==> config.mk <==
export PLATFORM = sky130hd
export DESIGN_NAME = fwd_hazard_ctrl
export DESIGN_NICKNAME = d
export VERILOG_FILES = /design/src/rtl/fwd_hazard_ctrl.sv
export SDC_FILE = /design/constraint.sdc
export NUM_CORES = 1
export LEC_CHECK = 0
export BUFFER_PORTS_ARGS = -buffer_cell sky130_fd_sc_hd__clkbuf_2
export CAP_MARGIN = 25
export CORE_AREA = 2 2 43 45
export DETAILED_ROUTE_END_ITERATION = 7
export DIE_AREA = 0 0 45 47
export PLACE_DENSITY = 0.78
export SKIP_CTS_REPAIR_TIMING = 1
export SYNTH_ARGS = -nofsm -noshare
export SYNTH_HDL_FRONTEND = slang
export SYNTH_SLANG_ARGS = --single-unit
==> constraint.sdc <==
create_clock -name clk -period 2.2 [get_ports clk]
set_input_delay 0.11 -clock clk [delete_from_list [all_inputs] [get_ports clk]]
set_output_delay 0.11 -clock clk [all_outputs]
set_load 0.005 [all_outputs]
==> src/rtl/fwd_hazard_ctrl.sv <==
// Forwarding select and load-use stall control for the 5-stage pipeline.
// Optional FWD_HAZARD_STATS_EN adds saturating stall/forward event counters.
module fwd_hazard_ctrl #(
    parameter int REG_AW = 3
) (
    input  logic              clk,
    input  logic              rst,
    input  logic              id_valid,
    input  logic [REG_AW-1:0] id_rs,
    input  logic [REG_AW-1:0] id_rt,
    input  logic              id_rs_used,
    input  logic              id_rt_used,
    input  logic [REG_AW-1:0] id_rd,
    input  logic              id_wr,
    input  logic              id_is_load,
    input  logic              flush,
    input  logic              mem_stall,
    output logic [1:0]        fwd_A,
    output logic [1:0]        fwd_B,
    output logic              stall_id,
    output logic              err
`ifdef FWD_HAZARD_STATS_EN
    ,
    output logic [15:0]       stall_cnt,
    output logic [15:0]       fwd_cnt
`endif
);

    typedef struct packed {
        logic              v;
        logic [REG_AW-1:0] rd;
        logic              wr;
        logic              is_load;
    } stage_t;

    stage_t     ex_q, ex_d, mem_q;
    logic [1:0] fwd_a_q, fwd_a_d, fwd_b_q, fwd_b_d;
    logic       hit_e_rs, hit_e_rt, hit_m_rs, hit_m_rt;
    logic       enter_ex;

    assign hit_e_rs = ex_q.v  & ex_q.wr  & (ex_q.rd  == id_rs) & id_rs_used;
    assign hit_e_rt = ex_q.v  & ex_q.wr  & (ex_q.rd  == id_rt) & id_rt_used;
    assign hit_m_rs = mem_q.v & mem_q.wr & (mem_q.rd == id_rs) & id_rs_used;
    assign hit_m_rt = mem_q.v & mem_q.wr & (mem_q.rd == id_rt) & id_rt_used;

    assign stall_id = id_valid & ~flush & ~mem_stall & ex_q.is_load & (hit_e_rs | hit_e_rt);
    assign err      = id_valid & id_is_load & ~id_wr;
    assign enter_ex = id_valid & ~flush & ~stall_id;

    always_comb begin
        // NOTE: every field gets a default so a bubble never carries stale tags.
        ex_d    = '0;
        fwd_a_d = 2'b00;
        fwd_b_d = 2'b00;
        if (enter_ex) begin
            ex_d.v       = 1'b1;
            ex_d.rd      = id_rd;
            ex_d.wr      = id_wr;
            ex_d.is_load = id_is_load;
            // The EX producer is younger than the MEM one, so it takes priority.
            fwd_a_d = {hit_e_rs, ~hit_e_rs & hit_m_rs};
            fwd_b_d = {hit_e_rt, ~hit_e_rt & hit_m_rt};
        end
    end

    always_ff @(posedge clk) begin
        if (rst) begin
            ex_q    <= '0;
            mem_q   <= '0;
            fwd_a_q <= 2'b00;
            fwd_b_q <= 2'b00;
        end else if (!mem_stall) begin
            ex_q    <= ex_d;
            mem_q   <= ex_q;
            fwd_a_q <= fwd_a_d;
            fwd_b_q <= fwd_b_d;
        end
    end

    assign fwd_A = fwd_a_q;
    assign fwd_B = fwd_b_q;

`ifdef FWD_HAZARD_STATS_EN
    logic [15:0] stall_cnt_q, fwd_cnt_q;
    logic        fwd_event;

    assign fwd_event = ~mem_stall & enter_ex & ((fwd_a_d | fwd_b_d) != 2'b00);

    always_ff @(posedge clk) begin
        if (rst) begin
            stall_cnt_q <= '0;
            fwd_cnt_q   <= '0;
        end else begin
            if (stall_id && stall_cnt_q != 16'hFFFF) stall_cnt_q <= stall_cnt_q + 16'd1;
            if (fwd_event && fwd_cnt_q != 16'hFFFF)  fwd_cnt_q   <= fwd_cnt_q + 16'd1;
        end
    end

    assign stall_cnt = stall_cnt_q;
    assign fwd_cnt   = fwd_cnt_q;
`endif

endmodule

==> metrics list <==
- Cell with the largest stage delay on the worst path: sky130_fd_sc_hd__or4_4
- Combinational share of power: 0.105
- In this run the remaining antenna-violating nets after routing total 0.
- Internal Dissipation: about 370 uW
- IO Port Bufs: 23
- Pleak: 0.000394 uW
- TritonCTS built the clock tree.
* H-tree depth reported by CTS: 1
* Area of the mapped netlist: 719 um2
- Along the worst path, the maximum fanout reaches 9.
- After detailed routing, the met3 layer carries 48 um of wire.
* Final-report hold violation count: 0
* Synth unique cells: 18
- Parity-gate share of the synthesized area counting xor and xnor cells: 0.146
* GRT Total Usage: 0.152
- By area, the combinational part of the netlist is dominated by simple AND/OR/NAND/NOR gates.
- After global routing the overflow that remains totals 0.
- For the worst setup path, the data arrival time is 1860 ps.
- Entering global routing, the biggest net connects 11 pins.
* Synthesized-area fraction occupied by adder cells: 0
- Setup total negative slack: 0 ps
- Number of core rows: 15
- Compared with the post-synthesis result, the final layout area differs by 23.0%.
- The worst setup path is of the reg2out kind.
- Clock Tree Buf Depth: 2
- The run finished with clean final reports.
- Family with the most delay on the worst path: simple AND/OR/NAND/NOR gates
- Counting flops and latches in the post-synthesis netlist gives 15.
- The die covers 2120 um2.
- The number of global-route vias before repair was 543.
- Together, buffers and inverters on the worst path number 1.
- The detailed router used layers up to and including met4.
- 24 I/O pins were placed.
* Max Clock Skew: 8.91 ps
* Fraction of the mapped netlist area in compound gates: 0.106
- Wire length of the first global-routing pass: 2240 um
- Reg power frac: 0.565
* Clock-pin slew of the registers on the worst-case setup and hold paths: roughly 100 ps
- Width of the chip: approximately 45 um
* Sum of net half-perimeters after detailed placement: 1220 um
- Average via count per standard cell: 5.15
- Number of antenna violations at the first check in global routing: 0
- Worst reg2reg setup slack: 550 ps
- After synthesis, the mean cell area works out to approximately 9 um2.
* Max Cap Violations: 0
* Multiplexer share of the synthesized area: 0.0696
- Routed wire per std cell: about 12 um
* Inserted Clock Buffers: 3
* Initial core utilization: 0.436
- Slew of the pin with the lowest slew margin: 634 ps
- Synthesis produced a netlist with a net count of 98.
- Initial DRC count: 6
- Worst setup SP type: flip-flop
* Max Slew Vio Count: 0
* Final clock period utilization by the worst path: 0.894
- Met2 layer wire length in the routed design: 763 um
- RR Startpoint: ex_q[4]$_SDFFE_PP0N_
- Fraction of the yosys area taken by sequential cells: 0.417
* Drt pass-1 iters: 4
- Of the total power, the share spent switching nets is 0.254.
- The worst hold path begins at id_rd[0].
* Number of remaining DRC errors: 0
- The endpoint identified for the worst register-to-register timing path is fwd_B[0]$_SDFFE_PP0N_.
- In the synthesized netlist, the number of instances is 80.
- RD Place Congestion: 0.756
- The region available for standard cell placement spans 1650 um2.
- Post-route met1 wirelength: 652 um
* Number of cells on the worst reg-to-reg path: 4
- Setup repair after global routing left no endpoint under its margin.
* Post-detailed-routing wire length: 1480 um
- Dividing total power by cell area gives a power density of 561 nW/um2.
- Hold path depth: 3
* Type of the worst min-delay path: in2reg
- The repair_antennas step left the layout with diodes totalling 0.
- Series of cell instances along the critical path: xor2_1 -> or4_4 -> a21oi_4 -> clkbuf_2
- For hold timing, the worst endpoint is ex_q[2]$_SDFFE_PP0N_.
* Max Fclk: 509 MHz
- Worst Setup End Kind: output pin
- For the worst-skew pair, the clock arrives at the later sink with an insertion delay of 290 ps.
- For this design, the sink count on the clock tree is 15.
* Slowest stage delay, CP: 570 ps
- CTS placed an instance of sky130_fd_sc_hd__clkbuf_4 at the clock tree root.
- Number of nets in the finished design: 125
* Die height: 47 um
* Switching Power: 126 uW
- At the worst endpoint, the required time is 2090 ps.
- Setup violations remaining at the end of the flow were counted as 0.
- IR analysis of the VDD net gives a maximum drop of 0.000333 V.
- Of the cells placed in the final design, the portion with a size suffix greater than 1 is 0.302.
* Count of synthesis-stage warnings from yosys: 0
- Headroom to the max-slew limit came out at 0.576.
- Final worst path period need: ~2000 ps
- The share of total power dissipated in the clock network is 0.330.
* Total via count in the routed design: 634
- Of the total synthesized cell area, the portion taken by AND, OR, NAND and NOR gates is 0.249.
- Final hold analysis gives a worst-case slack of around 25 ps.
==> cell usage in the layout (no fill, tap or decap) <==
cell,count
sky130_fd_sc_hd__nand2_1,15
sky130_fd_sc_hd__nor2_1,8
sky130_fd_sc_hd__and3b_1,1
sky130_fd_sc_hd__nand4_1,2
sky130_fd_sc_hd__dfxtp_1,15
sky130_fd_sc_hd__xor2_1,10
sky130_fd_sc_hd__xnor2_1,2
sky130_fd_sc_hd__o21ai_1,6
sky130_fd_sc_hd__nor4b_2,1
sky130_fd_sc_hd__nand3_1,4
sky130_fd_sc_hd__o31ai_1,4
sky130_fd_sc_hd__buf_4,1
sky130_fd_sc_hd__clkinvlp_4,1
sky130_fd_sc_hd__mux2i_1,5
sky130_fd_sc_hd__clkbuf_2,23
sky130_fd_sc_hd__nor2b_1,1
sky130_fd_sc_hd__nand3b_1,1
sky130_fd_sc_hd__a21oi_4,1
sky130_fd_sc_hd__or4_4,2
sky130_fd_sc_hd__clkbuf_4,3
==> worst register-to-register path, cell delays in order, from the launching register on <==
cell and delay, ps:
sky130_fd_sc_hd__dfxtp_1 360, sky130_fd_sc_hd__xor2_1 170, sky130_fd_sc_hd__or4_4 570, sky130_fd_sc_hd__a21oi_4 290, sky130_fd_sc_hd__o31ai_1 130
==> registers in the layout, summed over array words and instances (netlist names) <==
signal,flops
ex_q,6
mem_q,5
fwd_B,2
fwd_A,2
==> Yosys cell counts <==
library cell               instances  share of area
sky130_fd_sc_hd__or4_4             2          0.031
sky130_fd_sc_hd__nand2_1          15          0.078
sky130_fd_sc_hd__buf_2             1         0.0069
sky130_fd_sc_hd__and3b_1           1          0.012
sky130_fd_sc_hd__xor2_1           10           0.12
sky130_fd_sc_hd__nor2_1            8          0.042
sky130_fd_sc_hd__dfxtp_1          15           0.42
sky130_fd_sc_hd__nor2b_1           1         0.0087
sky130_fd_sc_hd__mux2i_1           5          0.070
sky130_fd_sc_hd__a21oi_4           1          0.023
sky130_fd_sc_hd__o21ai_1           6          0.042
sky130_fd_sc_hd__nor4b_2           1          0.021
sky130_fd_sc_hd__nand3_1           4          0.028
sky130_fd_sc_hd__o31ai_1           4          0.042
sky130_fd_sc_hd__xnor2_1           2          0.024
sky130_fd_sc_hd__nand3b_1          1          0.010
sky130_fd_sc_hd__nand4_1           2          0.017
sky130_fd_sc_hd__clkbuf_1          1         0.0052
==> area by class of cell <==
type | instances | area [um2]
fillers | 166 | 767
flip-flops and latches | 15 | 300
multi-input cells | 63 | 410
clock buffers | 3 | 22.5
well taps | 17 | 21.3
clock inverters | 1 | 7.51
repair buffers | 24 | 123
==> worst max-delay path by stage <==
stage | from | endpoint | slack (ps) | cells past startpoint
detailed placement | ex_q[4]$_SDFFE_PP0N_ | stall_id | 570 | 4
finish | ex_q[4]$_SDFFE_PP0N_ | stall_id | 230 | 4
global route | ex_q[4]$_SDFFE_PP0N_ | stall_id | 160 | 4
global placement | ex_q[4]$_SDFFE_PP0N_ | stall_id | 600 | 4
CTS | ex_q[4]$_SDFFE_PP0N_ | stall_id | 240 | 4
floorplan | ex_q[4]$_SDFFE_PP0N_ | fwd_A[0]$_SDFFE_PP0N_ | 690 | 4
==> metrics by stage <==
step | std cells | total power [uW] | util | cell area (um2) | setup WS [ps]
floorplan | 80 | 311 | - | 719 | 688
global placement | 119 | 337 | 0.517 | 855 | 599
detailed placement | 119 | 338 | 0.517 | 855 | 568
CTS | 123 | 500 | 0.536 | 885 | 239
global route | 123 | 517 | 0.536 | 885 | 157
finish | 123 | 496 | 0.536 | 885 | 234
==> cells by family after synthesis <==
group / Yosys count
buffers and inverters: 2
multiplexers: 5
AND/OR/NAND/NOR: 35
flip-flops: 15
XOR/XNOR: 12
AO/OA/AOI/OAI: 11
==> layer usage <==
layer	up-vias	track usage
met2	15	0.254
met3	2	0.0462
met5	-	0
li1	331	-
met4	0	0.0588
met1	286	0.183
==> power groups by stage <==
stage               Combinational, uW  Clock (uW)  Sequential (uW)
floorplan                        26.0           0              285
global placement                 51.0           0              286
detailed placement               52.0           0              286
CTS                              52.1         168              280
global route                     57.6         178              281
finish                           52.0         164              280
No activity file was read; power rests on OpenSTA's default activity.
